`src/rtl/tdm_pkg.sv`:
```
// Shared types and constants for the four-channel TDM demultiplexer.
package tdm_pkg;

    localparam int unsigned NUM_CH = 4;

    typedef enum logic {
        IDLE,
        RUN
    } state_t;

    typedef logic [1:0] slot_t;

    localparam slot_t LAST_SLOT = slot_t'(NUM_CH - 1);

endpackage

```
`src/rtl/tdm_frame_buf.sv`:
```
// Staging registers for one frame plus the published output registers.
// Commit copies the whole stage at once so outputs never show a mixed frame.
module tdm_frame_buf
    import tdm_pkg::*;
#(
    parameter int W = 8
) (
    input  logic         clk,
    input  logic         rst_n,
    input  logic [W-1:0] din,
    input  logic         wr_en,
    input  slot_t        wr_slot,
    input  logic         commit,
    output logic [W-1:0] y0,
    output logic [W-1:0] y1,
    output logic [W-1:0] y2,
    output logic [W-1:0] y3,
    output logic         frame_valid
);

    logic [W-1:0] stage [NUM_CH];

    always_ff @(posedge clk) begin
        if (!rst_n) begin
            stage       <= '{default: '0};
            y0          <= '0;
            y1          <= '0;
            y2          <= '0;
            y3          <= '0;
            frame_valid <= 1'b0;
        end else begin
            frame_valid <= commit;
            if (wr_en) begin
                stage[wr_slot] <= din;
            end
            // Commit coincides with the slot-3 write, so ch3 comes straight from din.
            if (commit) begin
                y0 <= stage[0];
                y1 <= stage[1];
                y2 <= stage[2];
                y3 <= din;
            end
        end
    end

endmodule

```
`src/rtl/tdm_demux4.sv`:
```
// Receive end of a 4:1 TDM link: sof alignment, slot FSM, framing errors.
// Optional even-parity frame rejection is enabled with TDM_DEMUX_PARITY_EN.
module tdm_demux4
    import tdm_pkg::*;
#(
    parameter int W = 8
) (
    input  logic         clk,
    input  logic         rst_n,
    input  logic [W-1:0] din,
    input  logic         din_valid,
    input  logic         sof,
`ifdef TDM_DEMUX_PARITY_EN
    input  logic         din_par,
`endif
    output logic [W-1:0] y0,
    output logic [W-1:0] y1,
    output logic [W-1:0] y2,
    output logic [W-1:0] y3,
    output logic         frame_valid,
    output logic         sync_err
`ifdef TDM_DEMUX_PARITY_EN
    ,
    output logic         par_err
`endif
);

    state_t state;
    slot_t  slot;
    logic   wr_en;
    slot_t  wr_slot;
    logic   frame_done;
    logic   commit;

    always_comb begin
        wr_en      = 1'b0;
        wr_slot    = '0;
        frame_done = 1'b0;
        if (din_valid) begin
            if (sof) begin
                wr_en = 1'b1;
            end else if (state == RUN) begin
                wr_en      = 1'b1;
                wr_slot    = slot;
                frame_done = (slot == LAST_SLOT);
            end
        end
    end

    always_ff @(posedge clk) begin
        if (!rst_n) begin
            state    <= IDLE;
            slot     <= '0;
            sync_err <= 1'b0;
        end else begin
            sync_err <= 1'b0;
            if (din_valid) begin
                if (sof) begin
                    // A sof while collecting aborts the partial frame and restarts.
                    sync_err <= (state == RUN);
                    state    <= RUN;
                    slot     <= slot_t'(1);
                end else if (state == IDLE) begin
                    sync_err <= 1'b1;
                end else if (slot == LAST_SLOT) begin
                    state <= IDLE;
                    slot  <= '0;
                end else begin
                    slot <= slot + slot_t'(1);
                end
            end
        end
    end

`ifdef TDM_DEMUX_PARITY_EN
    logic bad;
    logic samp_bad;

    assign samp_bad = ^{din, din_par};
    assign commit   = frame_done & ~(bad | samp_bad);

    always_ff @(posedge clk) begin
        if (!rst_n) begin
            bad     <= 1'b0;
            par_err <= 1'b0;
        end else begin
            par_err <= 1'b0;
            if (din_valid) begin
                if (sof) begin
                    bad <= samp_bad;
                end else if (state == RUN) begin
                    if (slot == LAST_SLOT) begin
                        bad     <= 1'b0;
                        par_err <= bad | samp_bad;
                    end else begin
                        bad <= bad | samp_bad;
                    end
                end
            end
        end
    end
`else
    assign commit = frame_done;
`endif

    tdm_frame_buf #(
        .W(W)
    ) u_frame_buf (
        .clk        (clk),
        .rst_n      (rst_n),
        .din        (din),
        .wr_en      (wr_en),
        .wr_slot    (wr_slot),
        .commit     (commit),
        .y0         (y0),
        .y1         (y1),
        .y2         (y2),
        .y3         (y3),
        .frame_valid(frame_valid)
    );

endmodule

```
`config.mk`:
```
export PLATFORM = sky130hd
export DESIGN_NAME = tdm_demux4
export DESIGN_NICKNAME = d
export VERILOG_FILES = /design/src/rtl/tdm_pkg.sv /design/src/rtl/tdm_frame_buf.sv /design/src/rtl/tdm_demux4.sv
export SDC_FILE = /design/constraint.sdc
export NUM_CORES = 1
export LEC_CHECK = 0
export CAP_MARGIN = 5
export CORE_MARGIN = 2
export CORE_UTILIZATION = 45
export CTS_BUF_LIST = sky130_fd_sc_hd__clkbuf_8
export DETAILED_ROUTE_END_ITERATION = 12
export PLACE_DENSITY = 0.74
export SLEW_MARGIN = 20
export SYNTH_ARGS = -nofsm -noshare
export SYNTH_HDL_FRONTEND = slang
export SYNTH_SLANG_ARGS = --single-unit
```
`constraint.sdc`:
```
create_clock -name clk -period 2.6 [get_ports clk]
set_input_delay 0.26 -clock clk [delete_from_list [all_inputs] [get_ports clk]]
set_output_delay 0.26 -clock clk [all_outputs]
set_load 0.005 [all_outputs]
```
==> run_summary.xml, run 1 <==
<?xml version="1.0" encoding="UTF-8"?>
<metrics>
  <group name="routing">
    <metric name="drtAntennaViolNets" unit="">0</metric>
    <metric name="routed_wl" unit="um">4460</metric>
    <metric name="via_per_inst" unit="">4.78</metric>
    <metric name="drcViolationCount" unit="">0</metric>
    <metric name="routed-via-count" unit="">1782</metric>
    <metric name="detail_route.iter0.violations" unit="">64</metric>
    <metric name="wl_per_cell" unit="um">12.0</metric>
    <metric name="detailedRoute.firstPassIterationCount" unit="">4</metric>
  </group>
  <group name="setup_path">
    <metric name="cpMaxStageDelayCell" unit="">sky130_fd_sc_hd__clkdlybuf4s50_1</metric>
    <metric name="cpLargestDelayFamily" unit="">buffers and inverters</metric>
    <metric name="timing.critical_path.slowest_cell_delay" unit="ns">0.60</metric>
    <metric name="endpoint_kind" unit="">flip-flop</metric>
    <metric name="worstSetupPathType" unit="">in -&gt; reg</metric>
    <metric name="path_cells" unit="">clkdlybuf4s50_1 &gt; inv_1 &gt; ha_1 &gt; nor2b_1 &gt; nand4b_1 &gt; buf_4 &gt; mux2i_1</metric>
    <metric name="cp_data_required_time" unit="ns">2.81</metric>
    <metric name="crit_arrival" unit="ns">2.00</metric>
    <metric name="cp_max_fo" unit="">6</metric>
    <metric name="cp.buffers_inverters" unit="">3</metric>
    <metric name="timing.critical_path.from_type" unit="">input pin</metric>
  </group>
  <group name="power_and_ir_drop">
    <metric name="power.switching" unit="uW">394</metric>
    <metric name="vdd_ir_drop_max" unit="mV">0.328</metric>
    <metric name="share_seq_of_total_power" unit="%">52.4</metric>
    <metric name="pwr_density_cell" unit="nW/um^2">605</metric>
    <metric name="power.share.clock" unit="%">42.9</metric>
    <metric name="switching_share" unit="%">21.7</metric>
    <metric name="power.leakage" unit="uW">0.00119</metric>
    <metric name="internal_cell_power" unit="uW">1430</metric>
    <metric name="combinationalPowerShare" unit="%">4.7</metric>
  </group>
  <group name="timing">
    <metric name="timing.clock.skew" unit="ns">0.00574</metric>
    <metric name="slew_violations" unit="">0</metric>
    <metric name="fmax" unit="GHz">0.558</metric>
    <metric name="report.final.setup_viol" unit="">0</metric>
    <metric name="tns" unit="ns">0</metric>
    <metric name="tightestPinTransition" unit="ns">0.752</metric>
    <metric name="min_period" unit="ns">1.79</metric>
    <metric name="grt_setup_unrepaired" unit="">false</metric>
    <metric name="max_slew_margin" unit="%">49.8</metric>
    <metric name="hold_viol_final" unit="">0</metric>
    <metric name="final.period_utilization" unit="%">68.9</metric>
  </group>
  <group name="cts">
    <metric name="ctsHtreeMaxLevel" unit="">3</metric>
    <metric name="cts.repair_timing.setup_buffer_count" unit="">0</metric>
    <metric name="clock_sinks" unit="">61</metric>
    <metric name="cts_tree" unit="">yes</metric>
    <metric name="clockBufferDepth" unit="">2</metric>
    <metric name="cts_stage_hold_buffer_count" unit="">0</metric>
    <metric name="cts_made_buffers" unit="">9</metric>
    <metric name="clock-root-buffer" unit="">sky130_fd_sc_hd__clkbuf_8</metric>
    <metric name="clk-insertion-delay-late" unit="ns">0.33</metric>
    <metric name="cts_resized" unit="">0</metric>
    <metric name="path_clk_slew" unit="ns">0.06</metric>
  </group>
  <group name="final_layout">
    <metric name="layout-drive-gt1-share" unit="%">8.25</metric>
    <metric name="regArea" unit="um^2">1220</metric>
    <metric name="fill_cells" unit="">467</metric>
    <metric name="mostFrequentLayoutCell" unit="">sky130_fd_sc_hd__nand2_1</metric>
    <metric name="multiInputGateArea" unit="um^2">1000</metric>
    <metric name="postLayoutCellArea" unit="um^2">3010</metric>
    <metric name="area.growth.synth_to_final" unit="%">29.4</metric>
    <metric name="ant_diodes" unit="">0</metric>
    <metric name="most-common-layout-cells" unit="">sky130_fd_sc_hd__nand2_1 (98), sky130_fd_sc_hd__dfxtp_1 (61), sky130_fd_sc_hd__clkdlybuf4s50_1 (44)</metric>
    <metric name="layout.nets" unit="">314</metric>
    <metric name="post-route-util" unit="%">59.7</metric>
  </group>
  <group name="die">
    <metric name="starting_density" unit="%">46.2</metric>
    <metric name="die_w" unit="um">75.9</metric>
    <metric name="die-height" unit="um">75.9</metric>
    <metric name="placement_row_count" unit="">26</metric>
    <metric name="placeableCoreArea" unit="um^2">5040</metric>
    <metric name="design.die.area" unit="um^2">5760</metric>
    <metric name="design.portCount" unit="">46</metric>
  </group>
  <group name="synthesis">
    <metric name="yosys_warnings" unit="">0</metric>
    <metric name="synth-seq-area-share" unit="%">52.5</metric>
    <metric name="synth_largest_area_cell" unit="">sky130_fd_sc_hd__dfxtp_1</metric>
    <metric name="netlist.area_leader.share" unit="%">52.5</metric>
    <metric name="post_synth_instance_area" unit="um^2">2330</metric>
    <metric name="syn_nets" unit="">267</metric>
    <metric name="syn_avg_cell_area" unit="um^2">9.20</metric>
    <metric name="synth_cell_type_count" unit="">21</metric>
    <metric name="synth.area.top_cells" unit="">sky130_fd_sc_hd__dfxtp_1 (52%), sky130_fd_sc_hd__nand2_1 (16%), sky130_fd_sc_hd__mux2i_1 (10%), sky130_fd_sc_hd__a21boi_0 (10%), sky130_fd_sc_hd__buf_4 (1.9%)</metric>
    <metric name="synth-seq-cells" unit="">61</metric>
    <metric name="syn_inst" unit="">253</metric>
  </group>
  <group name="status">
    <metric name="outcome" unit="">completed</metric>
  </group>
  <group name="global_routing">
    <metric name="globalRoute.totalOverflow" unit="">0</metric>
    <metric name="global_route.usage.total" unit="%">16.5</metric>
    <metric name="first_global_vias" unit="">1648</metric>
    <metric name="number_of_antenna_violations_at_the_first_check_in_global_routing" unit="">0</metric>
    <metric name="largest_net_degree_at_the_start_of_global_routing" unit="">50</metric>
    <metric name="grt_pass1_wl" unit="um">7710</metric>
  </group>
  <group name="worst_hold_path">
    <metric name="holdCritPathClass" unit="">reg -&gt; reg</metric>
  </group>
  <group name="placed_design">
    <metric name="placed_area" unit="um^2">2830</metric>
    <metric name="place_hpwl" unit="um">3030</metric>
    <metric name="place.gp.congestion" unit="">0.702</metric>
    <metric name="numPortBuffers" unit="">45</metric>
  </group>
  <group name="run">
    <metric name="maxCapViolCount" unit="">0</metric>
  </group>
</metrics>
-- cells in the mapped netlist --
cell type,n
sky130_fd_sc_hd__nand2b_1,1
sky130_fd_sc_hd__mux2i_1,24
sky130_fd_sc_hd__nor2b_1,3
sky130_fd_sc_hd__o31ai_4,1
sky130_fd_sc_hd__a22oi_1,1
sky130_fd_sc_hd__buf_4,6
sky130_fd_sc_hd__inv_2,1
sky130_fd_sc_hd__o211a_1,1
sky130_fd_sc_hd__nand4b_1,3
sky130_fd_sc_hd__inv_1,1
sky130_fd_sc_hd__ha_1,2
sky130_fd_sc_hd__nor2_1,2
sky130_fd_sc_hd__a21boi_0,31
sky130_fd_sc_hd__nand3_1,2
sky130_fd_sc_hd__a21boi_1,2
sky130_fd_sc_hd__clkbuf_1,5
sky130_fd_sc_hd__dfxtp_1,61
sky130_fd_sc_hd__buf_2,6
sky130_fd_sc_hd__and4b_1,1
sky130_fd_sc_hd__and2_1,1
sky130_fd_sc_hd__nand2_1,98
-- through the flow --
stage	worst slack, ns	instances	total power [uW]	hold slack, ns
finish	0.809	373	1820	0.455
global placement	0.543	359	1060	0.443
CTS	0.796	373	1830	0.459
floorplan	1.27	253	1030	0.374
detailed placement	0.453	359	1060	0.446
global route	0.639	373	1880	0.477
-- layout make-up --
cell class	count	area share, %
multi-input combinational	173	33.4
clock inverter	1	0.166
clock buffer	13	5.94
inverter	2	0.249
tap	70	2.91
timing repair buffer	53	16.8
sequential	61	40.6
-- power groups by stage --
stage	sequential [uW]	clock, uW	combinational, uW
3_5_place_dp	975	0	86.3
2_1_floorplan	974	0	52.5
4_1_cts	954	788	86.8
3_3_place_gp	975	0	85.7
6_report	954	780	86.1
5_1_grt	955	830	95.7
-- worst register-to-register path, delay by kind of cell (launching register included) --
family	cells	cell delay, ns
simple gates	2	0.46
flops	1	0.41
fa+ha+maj	1	0.23
compound gates	1	0.17
buf+inv	1	0.34
-- kinds of logic after synthesis --
| logic type | count (synthesis) | share of synthesized area (%) |
|---|---|---|
| simple gates | 111 | 19.5 |
| flops | 61 | 52.5 |
| compound gates | 36 | 12.3 |
| mux | 24 | 10.3 |
| buf+inv | 19 | 4.35 |
| fa+ha+maj | 2 | 1.08 |
-- state kept, by name, summed over array words and instances, names as in the netlist --
name                     cells
state                        1
slot                         2
u_frame_buf.y2               8
sync_err                     1
u_frame_buf.y1               8
u_frame_buf.stage           24
u_frame_buf.y0               8
u_frame_buf.y3               8
u_frame_buf.frame_valid      1
-- final timing paths --
kind / slack (ns) / cells past startpoint / start / to
setup / recovery: 0.81 / 7 / sof / u_frame_buf.stage[20]
hold / removal: 0.45 / 2 / u_frame_buf.y2[5] / u_frame_buf.y2[5]
setup reg to reg: 0.90 / 5 / slot[0] / u_frame_buf.y1[2]
hold reg to reg: 0.45 / 2 / u_frame_buf.y2[5] / u_frame_buf.y2[5]
-- routing by layer --
metal	GRT usage, %	vias to the layer above	wire, um
met4	7.64	0	87
met1	20.8	819	2120
li1	-	914	-
met5	0	-	0
met2	26.6	39	2050
met3	4.17	10	198
Note: power is estimated with default switching activity, not from simulation.
==> inputs of run 2 (changes only) <==
clock period = 1.8 ns   (was 2.6 ns; I/O delays follow)
==> run_summary.xml, run 2 (synthesis results as in run 1) <==
<?xml version="1.0" encoding="UTF-8"?>
<metrics>
  <group name="timing">
    <metric name="min_period" unit="ns">1.56</metric>
    <metric name="tns" unit="ns">0</metric>
    <metric name="timing.clock.skew" unit="ns">0.00535</metric>
    <metric name="setup_slack" unit="ns">0.239</metric>
    <metric name="report.final.setup_viol" unit="">0</metric>
    <metric name="slew_violations" unit="">0</metric>
    <metric name="hold_viol_final" unit="">0</metric>
    <metric name="grt_setup_unrepaired" unit="">false</metric>
    <metric name="max_slew_margin" unit="%">60.4</metric>
    <metric name="final.period_utilization" unit="%">86.7</metric>
    <metric name="fmax" unit="GHz">0.641</metric>
    <metric name="tightestPinTransition" unit="ns">0.593</metric>
  </group>
  <group name="global_routing">
    <metric name="grt_pass1_wl" unit="um">8020</metric>
    <metric name="globalRoute.totalOverflow" unit="">0</metric>
    <metric name="global_route.usage.total" unit="%">17.6</metric>
    <metric name="largest_net_degree_at_the_start_of_global_routing" unit="">36</metric>
    <metric name="first_global_vias" unit="">1755</metric>
    <metric name="number_of_antenna_violations_at_the_first_check_in_global_routing" unit="">0</metric>
  </group>
  <group name="power_and_ir_drop">
    <metric name="pwr_density_cell" unit="nW/um^2">896</metric>
    <metric name="total_power" unit="uW">2770</metric>
    <metric name="power.leakage" unit="uW">0.00124</metric>
    <metric name="vdd_ir_drop_max" unit="mV">0.608</metric>
  </group>
  <group name="worst_hold_path">
    <metric name="holdCritPathClass" unit="">in -&gt; reg</metric>
    <metric name="whs_path_depth" unit="">2</metric>
  </group>
  <group name="placed_design">
    <metric name="numPortBuffers" unit="">45</metric>
    <metric name="placement.setup.worst_slack" unit="ns">0.0106</metric>
    <metric name="place.gp.congestion" unit="">0.806</metric>
    <metric name="place_hpwl" unit="um">3140</metric>
  </group>
  <group name="setup_path">
    <metric name="timing.rr.end" unit="">u_frame_buf.stage[24]</metric>
    <metric name="crit_arrival" unit="ns">1.76</metric>
    <metric name="timing.critical_path.slowest_cell_delay" unit="ns">0.41</metric>
    <metric name="endpoint_kind" unit="">flip-flop</metric>
    <metric name="cp_data_required_time" unit="ns">2.00</metric>
    <metric name="worstSetupPathType" unit="">reg -&gt; reg</metric>
    <metric name="cp_max_fo" unit="">8</metric>
    <metric name="reg2reg_slack" unit="ns">0.24</metric>
    <metric name="regToRegStartpoint" unit="">state</metric>
    <metric name="timing.critical_path.from_type" unit="">flip-flop</metric>
    <metric name="worst_setup_path_endpoint" unit="">u_frame_buf.stage[24]</metric>
    <metric name="rr_worst_depth" unit="">6</metric>
    <metric name="cpMaxStageDelayCell" unit="">sky130_fd_sc_hd__dfxtp_1</metric>
    <metric name="path_cells" unit="">inv_2 &gt; ha_1 &gt; nor2b_1 &gt; buf_4 &gt; o31ai_4 &gt; mux2i_1</metric>
    <metric name="launch_point_of_the_worst_path" unit="">state</metric>
  </group>
  <group name="cts">
    <metric name="cts.repair_timing.setup_buffer_count" unit="">0</metric>
    <metric name="cts_tree" unit="">yes</metric>
    <metric name="clock-root-buffer" unit="">sky130_fd_sc_hd__clkbuf_8</metric>
    <metric name="ctsHtreeMaxLevel" unit="">3</metric>
    <metric name="cts_resized" unit="">0</metric>
    <metric name="path_clk_slew" unit="ns">0.07</metric>
    <metric name="clock_sinks" unit="">61</metric>
    <metric name="clockBufferDepth" unit="">2</metric>
    <metric name="cts_stage_hold_buffer_count" unit="">0</metric>
    <metric name="clk-insertion-delay-late" unit="ns">0.33</metric>
    <metric name="cts_made_buffers" unit="">9</metric>
  </group>
  <group name="die">
    <metric name="die-height" unit="um">75.9</metric>
    <metric name="starting_density" unit="%">46.2</metric>
    <metric name="placement_row_count" unit="">26</metric>
    <metric name="design.portCount" unit="">46</metric>
    <metric name="placeableCoreArea" unit="um^2">5040</metric>
    <metric name="design.die.area" unit="um^2">5760</metric>
    <metric name="die_w" unit="um">75.9</metric>
  </group>
  <group name="routing">
    <metric name="wl_per_cell" unit="um">12.3</metric>
    <metric name="detail_route.iter0.violations" unit="">97</metric>
    <metric name="drtAntennaViolNets" unit="">0</metric>
    <metric name="detailedRoute.firstPassIterationCount" unit="">4</metric>
    <metric name="drcViolationCount" unit="">0</metric>
    <metric name="via_per_inst" unit="">4.78</metric>
    <metric name="routed-via-count" unit="">1812</metric>
    <metric name="routed_wl" unit="um">4650</metric>
  </group>
  <group name="final_layout">
    <metric name="post-route-util" unit="%">61.3</metric>
    <metric name="ant_diodes" unit="">0</metric>
    <metric name="layout-drive-gt1-share" unit="%">10.0</metric>
    <metric name="most-common-layout-cells" unit="">sky130_fd_sc_hd__nand2_1 (98), sky130_fd_sc_hd__dfxtp_1 (61), sky130_fd_sc_hd__clkdlybuf4s50_1 (44)</metric>
    <metric name="number_of_flip_flops_in_the_largest_register" unit="">24</metric>
    <metric name="mostFrequentLayoutCell" unit="">sky130_fd_sc_hd__nand2_1</metric>
    <metric name="area.growth.synth_to_final" unit="%">32.8</metric>
    <metric name="layout.nets" unit="">318</metric>
    <metric name="fill_cells" unit="">447</metric>
    <metric name="max_flop_register" unit="">u_frame_buf.stage</metric>
  </group>
  <group name="status">
    <metric name="outcome" unit="">completed</metric>
  </group>
  <group name="run">
    <metric name="maxCapViolCount" unit="">0</metric>
  </group>
</metrics>
run 2: cell count changes in the layout (fill, tap and decap cells not counted):
cell | previous run | this run
sky130_fd_sc_hd__clkinv_2 | 1 | 3
sky130_fd_sc_hd__buf_4 | 8 | 10
sky130_fd_sc_hd__bufinv_16 | 0 | 1
sky130_fd_sc_hd__clkbuf_8 | 13 | 12
sky130_fd_sc_hd__buf_12 | 0 | 2
run 2: critical path: cells and delay by family (launching register included):
family | cells | cell delay (ns)
compound gates | 1 | 0.14
mux | 1 | 0.16
simple gates | 1 | 0.25
flops | 1 | 0.41
fa+ha+maj | 1 | 0.20
buf+inv | 2 | 0.26
run 2: cell type report:
| cell class | instances | area (um^2) | share of cell area (%) |
|---|---|---|---|
| clock buffers | 12 | 165 | 5.34 |
| clock inverters | 4 | 45.0 | 1.46 |
| inverters | 2 | 7.51 | 0.243 |
| multi-input cells | 173 | 1000 | 32.5 |
| flip-flops and latches | 61 | 1220 | 39.5 |
| well taps | 70 | 87.6 | 2.83 |
| repair buffers | 57 | 561 | 18.1 |
run 2: metrics by stage:
step | hold WS [ns] | std cells | instance area (um^2)
after floorplan | 0.294 | 253 | 2330
after global placement | 0.445 | 363 | 2880
after detailed placement | 0.449 | 363 | 2880
after CTS | 0.285 | 379 | 3090
after global routing | 0.306 | 379 | 3090
final | 0.289 | 379 | 3090
run 2: report_power, final:
| group | leakage [uW] | internal, uW | switching [uW] |
|---|---|---|---|
| clock | 0.000112 | 745 | 511 |
| sequential | 0.000493 | 1370 | 12.5 |
| combinational | 0.000630 | 67.3 | 67.3 |
run 2: how the worst min path moves through the flow:
stage                                  from           endpoint  slack, ns
after global routing                  rst_n  u_frame_buf.y3[3]       0.31
after CTS                             rst_n  u_frame_buf.y0[2]       0.28
final                                 rst_n  u_frame_buf.y3[3]       0.29
after detailed placement  u_frame_buf.y1[6]  u_frame_buf.y1[6]       0.45
after global placement    u_frame_buf.y1[6]  u_frame_buf.y1[6]       0.44
after floorplan                   din_valid           sync_err       0.29
run 2: metal layers:
layer | global-route usage, % | routed length, um | vias to the layer above
li1 | - | - | 926
met1 | 23.1 | 2240 | 824
met2 | 26.2 | 2000 | 48
met3 | 6.19 | 293 | 14
met4 | 7.82 | 119 | 0
met5 | 0 | 0 | -
==> inputs of run 3 (changes only) <==
CTS_BUF_LIST = sky130_fd_sc_hd__clkbuf_16   (was sky130_fd_sc_hd__clkbuf_8)
==> run_summary.xml, run 3 (synthesis results as in run 1) <==
<?xml version="1.0" encoding="UTF-8"?>
<metrics>
  <group name="status">
    <metric name="outcome" unit="">completed</metric>
  </group>
  <group name="setup_path">
    <metric name="worstSetupPathType" unit="">reg -&gt; reg</metric>
    <metric name="cpLargestDelayFamily" unit="">flip-flops</metric>
    <metric name="endpoint_kind" unit="">flip-flop</metric>
    <metric name="timing.critical_path.from_type" unit="">flip-flop</metric>
    <metric name="cpMaxStageDelayCell" unit="">sky130_fd_sc_hd__dfxtp_1</metric>
    <metric name="cp_data_required_time" unit="ns">1.98</metric>
    <metric name="cp.buffers_inverters" unit="">2</metric>
    <metric name="path_cells" unit="">inv_2 &gt; ha_1 &gt; nor2b_1 &gt; buf_4 &gt; o31ai_4 &gt; mux2i_1</metric>
    <metric name="crit_arrival" unit="ns">1.74</metric>
    <metric name="timing.critical_path.slowest_cell_delay" unit="ns">0.40</metric>
    <metric name="cp_max_fo" unit="">8</metric>
  </group>
  <group name="placed_design">
    <metric name="place.gp.congestion" unit="">0.806</metric>
    <metric name="placement.setup.worst_slack" unit="ns">0.0106</metric>
    <metric name="place_inst" unit="">363</metric>
    <metric name="place_hpwl" unit="um">3140</metric>
    <metric name="numPortBuffers" unit="">45</metric>
  </group>
  <group name="die">
    <metric name="die_w" unit="um">75.9</metric>
    <metric name="placeableCoreArea" unit="um^2">5040</metric>
    <metric name="placement_row_count" unit="">26</metric>
    <metric name="design.portCount" unit="">46</metric>
    <metric name="starting_density" unit="%">46.2</metric>
    <metric name="design.die.area" unit="um^2">5760</metric>
    <metric name="die-height" unit="um">75.9</metric>
  </group>
  <group name="routing">
    <metric name="drcViolationCount" unit="">0</metric>
    <metric name="wl_per_cell" unit="um">12.6</metric>
    <metric name="via_per_inst" unit="">4.75</metric>
    <metric name="routed-via-count" unit="">1799</metric>
    <metric name="detailedRoute.firstPassIterationCount" unit="">4</metric>
    <metric name="detail_route.iter0.violations" unit="">142</metric>
    <metric name="routed_wl" unit="um">4790</metric>
    <metric name="drtAntennaViolNets" unit="">0</metric>
  </group>
  <group name="run">
    <metric name="maxCapViolCount" unit="">0</metric>
  </group>
  <group name="global_routing">
    <metric name="first_global_vias" unit="">1768</metric>
    <metric name="globalRoute.totalOverflow" unit="">0</metric>
    <metric name="number_of_antenna_violations_at_the_first_check_in_global_routing" unit="">0</metric>
    <metric name="global_route.usage.total" unit="%">18.3</metric>
    <metric name="grt_pass1_wl" unit="um">8280</metric>
    <metric name="largest_net_degree_at_the_start_of_global_routing" unit="">36</metric>
  </group>
  <group name="timing">
    <metric name="report.final.setup_viol" unit="">0</metric>
    <metric name="final.period_utilization" unit="%">86.9</metric>
    <metric name="fmax" unit="GHz">0.639</metric>
    <metric name="hold_viol_final" unit="">0</metric>
    <metric name="grt_setup_unrepaired" unit="">false</metric>
    <metric name="min_period" unit="ns">1.56</metric>
    <metric name="tns" unit="ns">0</metric>
    <metric name="tightestPinTransition" unit="ns">0.583</metric>
    <metric name="slew_violations" unit="">0</metric>
    <metric name="max_slew_margin" unit="%">61.1</metric>
    <metric name="setup_slack" unit="ns">0.236</metric>
    <metric name="timing.clock.skew" unit="ns">0.00369</metric>
  </group>
  <group name="final_layout">
    <metric name="fin_cells" unit="">379</metric>
    <metric name="most-common-layout-cells" unit="">sky130_fd_sc_hd__nand2_1 (98), sky130_fd_sc_hd__dfxtp_1 (61), sky130_fd_sc_hd__clkdlybuf4s50_1 (44)</metric>
    <metric name="fill_cells" unit="">423</metric>
    <metric name="number_of_flip_flops_in_the_largest_register" unit="">24</metric>
    <metric name="mostFrequentLayoutCell" unit="">sky130_fd_sc_hd__nand2_1</metric>
    <metric name="ant_diodes" unit="">0</metric>
    <metric name="max_flop_register" unit="">u_frame_buf.stage</metric>
    <metric name="area.growth.synth_to_final" unit="%">35.9</metric>
    <metric name="layout.nets" unit="">318</metric>
    <metric name="layout-drive-gt1-share" unit="%">9.06</metric>
  </group>
  <group name="cts">
    <metric name="clk-insertion-delay-late" unit="ns">0.32</metric>
    <metric name="cts_made_buffers" unit="">9</metric>
    <metric name="path_clk_slew" unit="ns">0.05</metric>
    <metric name="cts_stage_hold_buffer_count" unit="">0</metric>
    <metric name="cts_tree" unit="">yes</metric>
    <metric name="ctsHtreeMaxLevel" unit="">3</metric>
    <metric name="cts.repair_timing.setup_buffer_count" unit="">0</metric>
    <metric name="clock_sinks" unit="">61</metric>
    <metric name="clockBufferDepth" unit="">2</metric>
    <metric name="clock-root-buffer" unit="">sky130_fd_sc_hd__clkbuf_16</metric>
    <metric name="cts_resized" unit="">0</metric>
  </group>
  <group name="worst_hold_path">
    <metric name="holdCritPathClass" unit="">in -&gt; reg</metric>
  </group>
  <group name="power_and_ir_drop">
    <metric name="pwr_density_cell" unit="nW/um^2">989</metric>
    <metric name="vdd_ir_drop_max" unit="mV">0.674</metric>
    <metric name="power.leakage" unit="uW">0.00126</metric>
  </group>
</metrics>
==> run 3: layer usage <==
metal	wire [um]	track usage (%)	vias up
li1	-	-	931
met1	2370	23.9	822
met2	2130	27.5	38
met3	220	6.55	8
met4	65	8.18	0
met5	0	0	-
==> run 3: final cells by class <==
class	count	area, um^2	share of cell area, %
flip-flops and latches	61	1220	38.6
multi-input cells	173	1000	31.8
repair buffers	57	561	17.7
clock buffers	9	225	7.12
well taps	70	87.6	2.77
clock inverters	7	56.3	1.78
inverters	2	7.51	0.237
==> run 3: stage by stage <==
step | cell area (um^2) | total power, uW | utilization, % | hold WS [ns]
after floorplan | 2330 | 1480 | - | 0.294
after global placement | 2880 | 1540 | 57.1 | 0.445
after detailed placement | 2880 | 1540 | 57.1 | 0.449
after CTS | 3160 | 3150 | 62.7 | 0.307
after global routing | 3160 | 3240 | 62.7 | 0.320
final | 3160 | 3130 | 62.7 | 0.305
==> run 3: worst paths after layout <==
| kind | startpoint | end | slack (ns) | cells after the start |
|---|---|---|---|---|
| setup reg to reg | state | u_frame_buf.stage[24] | 0.24 | 6 |
| hold / removal | rst_n | u_frame_buf.y3[3] | 0.31 | 2 |
| hold reg to reg | u_frame_buf.y1[6] | u_frame_buf.y1[6] | 0.45 | 2 |
| setup / recovery | state | u_frame_buf.stage[24] | 0.24 | 6 |
==> run 3: where the power goes <==
group / total (uW) / internal [uW] / switching (uW) / leakage, uW
combinational: 135 / 67.3 / 67.5 / 0.000630
sequential: 1380 / 1370 / 12.4 / 0.000493
clock: 1610 / 1050 / 564 / 0.000141
total: 3130 / 2480 / 644 / 0.00126
